File: config.mk
export PLATFORM = sky130hd
export DESIGN_NAME = eq_serial_mac_flat
export DESIGN_NICKNAME = d
export VERILOG_FILES = /design/src/rtl/eq_mult_pkg.sv /design/src/rtl/eq_serial_mac_if.sv /design/src/rtl/eq_serial_mult_core.sv /design/src/rtl/eq_serial_mac.sv /design/src/flat_wrapper.sv
export SDC_FILE = /design/constraint.sdc
export NUM_CORES = 1
export LEC_CHECK = 0
export BUFFER_PORTS_ARGS = -buffer_cell sky130_fd_sc_hd__buf_2
export CAP_MARGIN = 20
export CORE_UTILIZATION = 50
export DETAILED_ROUTE_END_ITERATION = 10
export PLACE_DENSITY_LB_ADDON = 0.3
export SLEW_MARGIN = 25
export SYNTH_ARGS = -nofsm -noshare
export SYNTH_HDL_FRONTEND = slang
export SYNTH_SLANG_ARGS = --single-unit
File: constraint.sdc
create_clock -name i_clk -period 9.2 [get_ports i_clk]
set_input_delay 1.84 -clock i_clk [delete_from_list [all_inputs] [get_ports i_clk]]
set_output_delay 1.84 -clock i_clk [all_outputs]
set_load 0.1 [all_outputs]
File: src/rtl/eq_mult_pkg.sv
// Shared definitions for the EQ serial multiply-accumulate datapath.
package eq_mult_pkg;

    // Operation modes; 2'b11 is reserved and executes as MUL.
    localparam logic [1:0] MODE_MUL  = 2'b00;
    localparam logic [1:0] MODE_MAC  = 2'b01;
    localparam logic [1:0] MODE_MSUB = 2'b10;

    typedef enum logic [1:0] {
        IDLE = 2'd0,
        MULT = 2'd1,
        ACC  = 2'd2
    } state_t;

    // Saturation bounds are built wide and truncated to the accumulator width by the user.
    localparam int BOUND_W = 128;

    function automatic logic [BOUND_W-1:0] sat_max(input int w, input bit is_signed);
        sat_max = is_signed ? ((BOUND_W'(1) << (w - 1)) - BOUND_W'(1))
                            : ((BOUND_W'(1) << w) - BOUND_W'(1));
    endfunction

    function automatic logic [BOUND_W-1:0] sat_min(input int w, input bit is_signed);
        sat_min = is_signed ? (BOUND_W'(1) << (w - 1)) : '0;
    endfunction

endpackage

File: src/rtl/eq_serial_mac_if.sv
// Request/response bundle between the sequencer and the serial MAC.
interface eq_serial_mac_if #(
    parameter int SAMPLE_W = 24,
    parameter int COEF_W   = 16,
    parameter int ACC_W    = 48
);
    logic [SAMPLE_W-1:0] i_sample;
    logic [COEF_W-1:0]   i_coefficient;
    logic [1:0]          i_mode;
    logic                i_start;
    logic                i_clear;
    logic                o_ready;
    logic                o_done;
    logic [ACC_W-1:0]    o_result;
    logic                o_overflow;

    modport master (
        output i_sample, i_coefficient, i_mode, i_start, i_clear,
        input  o_ready, o_done, o_result, o_overflow
    );

    modport slave (
        input  i_sample, i_coefficient, i_mode, i_start, i_clear,
        output o_ready, o_done, o_result, o_overflow
    );
endinterface

File: src/rtl/eq_serial_mult_core.sv
// Unsigned shift-add multiplier: one multiplier bit per cycle, LSB first.
module eq_serial_mult_core #(
    parameter int MCAND_W  = 24,
    parameter int MPLIER_W = 16
) (
    input  logic                        i_clk,
    input  logic                        i_rst_n,
    input  logic                        i_load,
    input  logic [MCAND_W-1:0]          i_mcand,
    input  logic [MPLIER_W-1:0]         i_mplier,
    output logic [MCAND_W+MPLIER_W-1:0] o_product,
    output logic                        o_done
);
    localparam int CNT_W  = $clog2(MPLIER_W + 1);
    localparam int PROD_W = MCAND_W + MPLIER_W;

    logic [CNT_W-1:0]   r_cnt;
    logic [PROD_W-1:0]  r_prod;
    logic [MCAND_W-1:0] r_mcand;
    logic               r_busy;
    logic [MCAND_W:0]   w_sum;

    // Upper field plus multiplicand, carry kept so it lands in the MSB after the shift.
    assign w_sum = {1'b0, r_prod[PROD_W-1:MPLIER_W]} + (r_prod[0] ? {1'b0, r_mcand} : '0);

    // Load operands, then shift-add once per cycle until the counter runs out.
    always_ff @(posedge i_clk or negedge i_rst_n) begin
        if (!i_rst_n) begin
            r_cnt   <= '0;
            r_prod  <= '0;
            r_mcand <= '0;
            r_busy  <= 1'b0;
        end else if (i_load) begin
            r_cnt   <= CNT_W'(MPLIER_W);
            r_prod  <= {{MCAND_W{1'b0}}, i_mplier};
            r_mcand <= i_mcand;
            r_busy  <= 1'b1;
        end else if (r_busy) begin
            r_prod <= {w_sum, r_prod[MPLIER_W-1:1]};
            r_cnt  <= r_cnt - 1'b1;
            if (r_cnt == CNT_W'(1))
                r_busy <= 1'b0;
        end
    end

    // High during the cycle whose edge performs the final shift-add.
    assign o_done    = r_busy && (r_cnt == CNT_W'(1));
    assign o_product = r_prod;

endmodule

File: src/rtl/eq_serial_mac.sv
// Serial signed/unsigned MAC: sign handling, accumulator, saturation and handshake.
module eq_serial_mac
    import eq_mult_pkg::*;
#(
    parameter int SAMPLE_W = 24,
    parameter int COEF_W   = 16,
    parameter int ACC_W    = 48,
    parameter int SIGNED   = 1
) (
    input  logic           i_clk,
    input  logic           i_rst_n,
    eq_serial_mac_if.slave bus
);
    localparam int PROD_W = SAMPLE_W + COEF_W;
    localparam int XW     = ACC_W + 1;
    localparam logic [ACC_W-1:0] SAT_MAX = ACC_W'(sat_max(ACC_W, SIGNED != 0));
    localparam logic [ACC_W-1:0] SAT_MIN = ACC_W'(sat_min(ACC_W, SIGNED != 0));

    state_t              r_state, w_next;
    logic                w_ready, w_load, w_acc_en;
    logic                w_s_neg, w_c_neg;
    logic [SAMPLE_W-1:0] w_s_mag;
    logic [COEF_W-1:0]   w_c_mag;
    logic [PROD_W-1:0]   w_product;
    logic                w_core_done;
    logic                r_neg;
    logic [1:0]          r_mode;
    logic [ACC_W-1:0]    r_acc;
    logic                r_ovf;
    logic                r_done;
    logic [XW-1:0]       w_p_mag, w_p, w_acc_x, w_sum;
    logic                w_ovf;
    logic [ACC_W-1:0]    w_sat, w_acc_next;

    // Magnitudes are unsigned W-bit, so the most negative input maps to 2^(W-1) cleanly.
    assign w_s_neg = (SIGNED != 0) && bus.i_sample[SAMPLE_W-1];
    assign w_c_neg = (SIGNED != 0) && bus.i_coefficient[COEF_W-1];
    assign w_s_mag = w_s_neg ? -bus.i_sample : bus.i_sample;
    assign w_c_mag = w_c_neg ? -bus.i_coefficient : bus.i_coefficient;

    eq_serial_mult_core #(
        .MCAND_W  (SAMPLE_W),
        .MPLIER_W (COEF_W)
    ) u_core (
        .i_clk     (i_clk),
        .i_rst_n   (i_rst_n),
        .i_load    (w_load),
        .i_mcand   (w_s_mag),
        .i_mplier  (w_c_mag),
        .o_product (w_product),
        .o_done    (w_core_done)
    );

    // State register.
    always_ff @(posedge i_clk or negedge i_rst_n) begin
        if (!i_rst_n) r_state <= IDLE;
        else          r_state <= w_next;
    end

    // Next-state logic.
    always_comb begin
        w_next = r_state;
        case (r_state)
            IDLE:    if (bus.i_start) w_next = MULT;
            MULT:    if (w_core_done) w_next = ACC;
            ACC:     w_next = IDLE;
            default: w_next = IDLE;
        endcase
    end

    // FSM outputs.
    always_comb begin
        w_ready  = (r_state == IDLE);
        w_load   = w_ready && bus.i_start;
        w_acc_en = (r_state == ACC);
    end

    // Accumulate in one extra bit so any single step's overflow is visible.
    always_comb begin
        w_p_mag = XW'(w_product);
        w_p     = r_neg ? -w_p_mag : w_p_mag;
        w_acc_x = (SIGNED != 0) ? {r_acc[ACC_W-1], r_acc} : {1'b0, r_acc};
        case (r_mode)
            MODE_MAC:  w_sum = w_acc_x + w_p;
            MODE_MSUB: w_sum = w_acc_x - w_p;
            default:   w_sum = w_p;
        endcase
        if (SIGNED != 0) begin
            w_ovf = w_sum[ACC_W] ^ w_sum[ACC_W-1];
            w_sat = w_sum[ACC_W] ? SAT_MIN : SAT_MAX;
        end else begin
            // Unsigned: only MSUB can go below zero, only MAC can carry out.
            w_ovf = w_sum[ACC_W];
            w_sat = (r_mode == MODE_MSUB) ? SAT_MIN : SAT_MAX;
        end
        w_acc_next = w_ovf ? w_sat : w_sum[ACC_W-1:0];
    end

    // Accumulator, sticky flag, latched sign/mode and the done pulse.
    always_ff @(posedge i_clk or negedge i_rst_n) begin
        if (!i_rst_n) begin
            r_acc  <= '0;
            r_ovf  <= 1'b0;
            r_neg  <= 1'b0;
            r_mode <= MODE_MUL;
            r_done <= 1'b0;
        end else begin
            r_done <= w_acc_en;
            // Clear lands before a same-edge start, so that op sees a zero accumulator.
            if (w_ready && bus.i_clear) begin
                r_acc <= '0;
                r_ovf <= 1'b0;
            end
            if (w_load) begin
                r_neg  <= w_s_neg ^ w_c_neg;
                r_mode <= bus.i_mode;
            end
            if (w_acc_en) begin
                r_acc <= w_acc_next;
                if (w_ovf) r_ovf <= 1'b1;
            end
        end
    end

    assign bus.o_ready    = w_ready;
    assign bus.o_done     = r_done;
    assign bus.o_result   = r_acc;
    assign bus.o_overflow = r_ovf;

endmodule

File: src/flat_wrapper.sv
// flat-port wrapper written by rule: the top's interface ports become plain ports
module eq_serial_mac_flat import eq_mult_pkg::*;
#(
    parameter int SAMPLE_W = 24,
    parameter int COEF_W   = 16,
    parameter int ACC_W    = 48,
    parameter int SIGNED   = 1
)
  (i_clk, i_rst_n, bus_i_sample, bus_i_coefficient, bus_i_mode, bus_i_start, bus_i_clear, bus_o_ready, bus_o_done, bus_o_result, bus_o_overflow);
  eq_serial_mac_if #(.SAMPLE_W(SAMPLE_W), .COEF_W(COEF_W), .ACC_W(ACC_W)) bus_i ();
  input  logic i_clk;
  input  logic i_rst_n;
  input wire logic [$bits(bus_i.i_sample)-1:0] bus_i_sample;
  input wire logic [$bits(bus_i.i_coefficient)-1:0] bus_i_coefficient;
  input wire logic [$bits(bus_i.i_mode)-1:0] bus_i_mode;
  input wire logic [$bits(bus_i.i_start)-1:0] bus_i_start;
  input wire logic [$bits(bus_i.i_clear)-1:0] bus_i_clear;
  output wire logic [$bits(bus_i.o_ready)-1:0] bus_o_ready;
  output wire logic [$bits(bus_i.o_done)-1:0] bus_o_done;
  output wire logic [$bits(bus_i.o_result)-1:0] bus_o_result;
  output wire logic [$bits(bus_i.o_overflow)-1:0] bus_o_overflow;
  assign bus_i.i_sample = bus_i_sample;
  assign bus_i.i_coefficient = bus_i_coefficient;
  assign bus_i.i_mode = bus_i_mode;
  assign bus_i.i_start = bus_i_start;
  assign bus_i.i_clear = bus_i_clear;
  assign bus_o_ready = bus_i.o_ready;
  assign bus_o_done = bus_i.o_done;
  assign bus_o_result = bus_i.o_result;
  assign bus_o_overflow = bus_i.o_overflow;
  eq_serial_mac #(.SAMPLE_W(SAMPLE_W), .COEF_W(COEF_W), .ACC_W(ACC_W), .SIGNED(SIGNED)) u_core (.i_clk(i_clk), .i_rst_n(i_rst_n), .bus(bus_i));
endmodule
# Word-level counts from Yosys, hierarchy flattened
# Cells that the tools add are included.
# word_totals
register_bits	125
inputBits	46
out_inout_bits	51
# classes
addsub	7
n_eq_ne	7
mux	22
bitwise	2
n_reduce_logical	7
# ops
operator	n
48-bit two-way mux	4
49-bit case mux with 2 select lines	1
40-bit two-way mux	2
49-bit adder	1
49-bit two-way mux	1
40-bit negation with 49-bit output	1
49-bit subtractor	1
24-bit two-way mux	2
24-bit by 25-bit adder with 25-bit output	1
24-bit negation	1
16-bit two-way mux	1
16-bit negation	1
5-bit two-way mux	2
1-bit two-way mux	6
5-bit by 1-bit equality test with 1-bit output, second input constant	1
5-bit by 1-bit subtractor with 5-bit output, second input constant	1
2-bit by 1-bit equality test with 1-bit output, second input constant	2
2-bit equality test, second input constant	2
2-bit two-way mux	2
2-bit != test, second input constant	2
2-bit case mux with 2 select lines	1
2-bit nonzero test	2
1-bit logical AND	3
2-bit zero test	1
2 further kinds	3

# Logic depth before layout (Yosys ltp)
# depth
ltp_word	7
ltp_mapped	30
ltp_nobuf	25

# By module
# Synthesis repeated with hierarchy kept, for this count alone.
# unflattened
hier_cells	1655
hier_area_um2	13102.6
# modules_own_cells
mod	n_inst	cells_each	area_per_inst_um2	seq_area_each_um2
eq_serial_mac	1	1202	8749.6	1376.3
eq_serial_mult_core	1	453	4352.9	1751.7

# Worst setup path after synthesis
# OpenSTA, ideal clock, no wires.
# synth_timing
path_type	reg-to-reg
from	reg u_core.u_core.r_prod[0] (netlist: u_core.u_core.o_product[0])
to	reg u_core.r_acc[39] (netlist: u_core.bus.o_result[39])
arrival_ns	6.350
required_time_ns	9.074
path_slack_ns	2.724
path_stages_with_launch	29
path_buffers	4
synth_period_minus_slack_ns	6.476
path_cell_list	dfrtp_1 -> clkbuf_1 -> clkbuf_1 -> inv_1 -> ha_1 -> clkbuf_1 -> nor3b_1 -> and4_1 -> a41o_1 -> a31oi_1 -> o2111ai_1 -> nor4b_4 -> nand2_1 -> nor2_1 -> a41oi_1 -> xnor2_1 -> ha_1 -> a21oi_1 -> o21ai_0 -> nor4b_1 -> a22oi_1 -> a31o_2 -> or3_1 -> and2_1 -> or3_1 -> o2111a_2 -> buf_2 -> a221oi_1 -> o21ai_1
# synth_via
elab_chain_cells	7
# synth_lines
element	line_no	text
start, declared	eq_serial_mult_core.sv:18	logic [PROD_W-1:0] r_prod;
start signal, assigned	eq_serial_mult_core.sv:35	r_prod <= {{MCAND_W{1'b0}}, i_mplier};
start signal, assigned	eq_serial_mult_core.sv:39	r_prod <= {w_sum, r_prod[MPLIER_W-1:1]};
40-bit negation with 49-bit output	eq_serial_mac.sv:81	w_p = r_neg ? -w_p_mag : w_p_mag;
49-bit two-way mux *	eq_serial_mac.sv:81	
49-bit subtractor / 49-bit adder (equally long branches)	eq_serial_mac.sv:85, eq_serial_mac.sv:84	
49-bit case mux with 2 select lines *	eq_serial_mac.sv:83	case (r_mode)
48-bit two-way mux / 1-bit XOR (equally long branches)	eq_serial_mac.sv:90, eq_serial_mac.sv:89	
48-bit two-way mux *	eq_serial_mac.sv:96	w_acc_next = w_ovf ? w_sat : w_sum[ACC_W-1:0];
48-bit two-way mux *	eq_serial_mac.sv:118	if (w_acc_en) begin
end signal, assigned	eq_serial_mac.sv:119	r_acc <= w_acc_next;
end, declared	eq_serial_mac.sv:28	logic [ACC_W-1:0] r_acc;
# Every way passes the cells marked *; elsewhere a longest branch is shown, timed or not.
# A chain may end at the register's enable or synchronous reset.

# Worst setup path in the final report
# layout_timing
from	reg u_core.u_core.r_prod[9] (netlist: u_core.u_core.o_product[9])
to	reg u_core.r_acc[2] (netlist: u_core.bus.o_result[2])
# Same word-level chain as after synthesis.

==> metrics <==
FFs w/ async S/R, synth 1.00; syn nets 1787; Synth Area in Compound Gates 0.264; Die Footprint 26400 sq um; CTS Hold Bufs 0; Hold Path Stages 2; worst-case reg-to-reg path depth 23; share of cells above drive strength 1 0.106; Multi-input gate area 9160 sq um; CP endpoint kind flop; worst slew pin tran 0.962 ns; Layout area overhead 9.81%; number of global-route vias before repair 11600; startpoint types flop; Reg area 3130 sq um; FMAX 130 MHz; Top FF cell, synth dfrtp_1; CTS resizes 0; CP max FO 36; post-synth top area cell dfrtp_1; Simple-Gate Fraction of Synth Area 0.217; first-pass GRT wire length 59300 um; Required @ worst endpoint 9.50 ns; reg2reg end u_core.bus.o_result[2]; critical path's slowest cell nor4_2; multiplexer area fraction after synthesis 0.0313; max-slew violations 0; Synth Area in XOR/XNOR 0.119; IO Count 97; worst skew pair latency 0.44 ns; CTS tree yes; vias per cell 6.10; n_diodes 0; Fill cells 2350; slew margin rel. 0.342; Num Clock Sinks 125; Crit path arrival time 8.00 ns; Unique masters post-synth 77; Max clock buf depth 2; register area share after synthesis 0.243; Vias 12400; # Post-CTS Setup Buffers 0; Placer Congestion 0.935; yosys warns 0; Yosys reg bits 125; CTS root buffer clkbuf_16; final setup fails 0; antenna violations before repair 0; die height 162 um; Reg-to-Reg Start u_core.u_core.o_product[9]; Avg WL per Cell 17.6 um; outcome completed; FP Rows 58; post-synth top area share 0.243; Synth Area in Adders 0.0799; Chip Width 162 um; Detailed Routing Iterations Pass 1 5; Initial Util 0.511; Synth Instances 1660; syn avg cell area 7.75 sq um; largest net degree at the start of global routing 60; WS Path Type reg2reg; Setup Skew 0.0150 ns; post-route ant nets 0; H-Tree Depth 4; HP Start u_core.u_core.r_mcand[5]; Post-Route WL 35800 um; RSZ-0062 raised after global routing false; core area 25200 sq um; Post-synth EDFFs 0; crit path cell chain nor4_2 > nand4_1 > o21ai_0 > nor3b_1 > o2111ai_1 > nor4b_4 > nand2_1 > nor2_1 > a41oi_1 > xnor2_1 > ha_1 > a21oi_1 > o21ai_0 > nor4b_1 > a22oi_1 > a31o_2 > or3_1 > and2_1 > or3_1 > o2111a_2 > o21ai_4 > buf_4 > o21ai_1; worst min-delay path class reg2reg; total track usage 0.278; grt ovf 0; # DRC 0; Buffers on Ports 96; largest family of logic cells by synthesized area compound AO/OA/AOI/OAI gates; Detail Placement HPWL 26800 um; Worst-path clk slew 0.06 ns; slowest stage delay, CP 0.77 ns; DR iter-0 viols 1122; Fin Setup TNS 0 ns; Mapped Area 12900 sq um; Reg2Reg Setup Slack 1.49 ns; minimum clock period after layout 7.71 ns; clock buffer count from CTS 17; MaxCap Viol Count 0; crit share post-route 0.838; Final #Nets 1815; final hold violations 0; worst hold endpoint u_core.u_core.r_mcand[5]; dominant cells by area after synthesis dfrtp_1 (24%), ha_1 (7.7%), xnor2_1 (6.1%), xor2_1 (5.7%), a21oi_1 (5.1%)
[critical path, delay by kind of cell (launching register included)]
family	cells	cell delay [ns]
adder cells (fa/ha/maj)	1	0.39
flip-flops	1	0.49
AND/OR/NAND/NOR	10	3.73
buffers and inverters	1	0.42
AO/OA/AOI/OAI	10	2.27
XOR/XNOR	1	0.24
[logic make-up (layout without fill, tap and decap cells)]
kind of cell	count (synthesis)	count (layout)
buffers and inverters	149	190
and+or+nand+nor	565	565
AOI/OAI and AO/OA	526	526
DFF	125	125
adders and majority gates	81	81
xor gates and xnor gates	174	174
muxes	40	40
[per-stage QoR]
stage	cells	util	setup slack, ns	hold slack (ns)	area (sq um)
global placement	1998	0.535	1.92	0.453	13500
detailed placement	1999	0.536	1.71	0.463	13500
CTS	2031	0.561	1.64	0.478	14100
global route	2031	0.561	0.807	0.496	14100
finish	2031	0.561	1.49	0.474	14100
floorplan	1660	-	2.72	0.436	12900
[flip-flops by register name, summed over array words and instances (netlist names)]
register	cells
u_core.u_core.r_mcand	24
u_core.r_neg	1
u_core.u_core.r_busy	1
u_core.r_state	2
u_core.u_core.r_cnt	5
u_core.u_core.o_product	40
u_core.bus.o_overflow	1
u_core.bus.o_done	1
u_core.r_mode	2
u_core.bus.o_result	48
[Yosys cell counts (9+ instances only)]
master      n
nor3b_1     9
or3_1      14
nand2_1   175
o21ai_1    38
nand4_1    21
and3_1     12
o31ai_1    26
inv_1      46
or2_2      13
and2_1     36
nor4_1     15
o21ai_0   110
mux2i_1    38
nor3_1     33
ha_1       79
a21o_1     31
nor2b_1    13
xnor2_1    89
clkbuf_1   84
a21oi_1   132
o21a_1     20
nor2_1    138
nand2b_1   13
nand3_1    34
o21bai_1    9
or4_1       9
a211oi_1   12
a221oi_1   18
xor2_1     84
a211o_1     9
a31oi_1    23
dfrtp_1   125
o41ai_1    11
[cell usage in the layout (no fill, tap or decap), types with 11 or more instances in the layout]
cell / count
o41ai_1: 11
dfrtp_1: 124
nor4_1: 15
o21ai_0: 110
buf_4: 16
nand2_1: 175
mux2i_1: 38
a211oi_1: 12
nand4_1: 21
o21ai_1: 38
and2_1: 35
buf_2: 95
nor3_1: 33
or2_2: 13
and3_1: 12
o31ai_1: 26
nand2b_1: 13
xnor2_1: 89
clkbuf_16: 17
a21o_1: 31
nor2b_1: 13
a21oi_1: 132
a221oi_1: 18
inv_1: 46
nand3_1: 34
a31oi_1: 23
ha_1: 79
nor2_1: 138
o21a_1: 20
xor2_1: 84
or3_1: 14
[worst max path at each step]
stage	start	endpoint	slack, ns	cells past startpoint
final	u_core.u_core.o_product[9]	u_core.bus.o_result[2]	1.49	23
after global routing	u_core.u_core.o_product[1]	u_core.bus.o_result[2]	0.81	25
after CTS	u_core.u_core.o_product[20]	u_core.bus.o_result[27]	1.64	23
after detailed placement	u_core.u_core.o_product[20]	u_core.bus.o_result[27]	1.71	23
after global placement	u_core.u_core.o_product[13]	u_core.bus.o_result[27]	1.92	23
after floorplan	u_core.u_core.o_product[0]	u_core.bus.o_result[39]	2.72	28
[metal layers]
metal	wire [um]	GRT usage	vias up
li1	-	-	6124
met5	0	0	-
met2	15800	0.435	465
met1	16800	0.394	5753
met3	2610	0.0466	48
met4	607	0.0738	0
[area by class of cell]
type                    instances  area share
clock inverters                15      0.0149
repair buffers                112      0.0436
multi-input cells            1386       0.648
inverters                      46      0.0122
well taps                     330      0.0292
flip-flops and latches        125       0.222
clock buffers                  17      0.0301
Power is left out: the tool's default activity adds up to more than one toggle a clock period on the data nets, which glitch-free logic cannot reach.
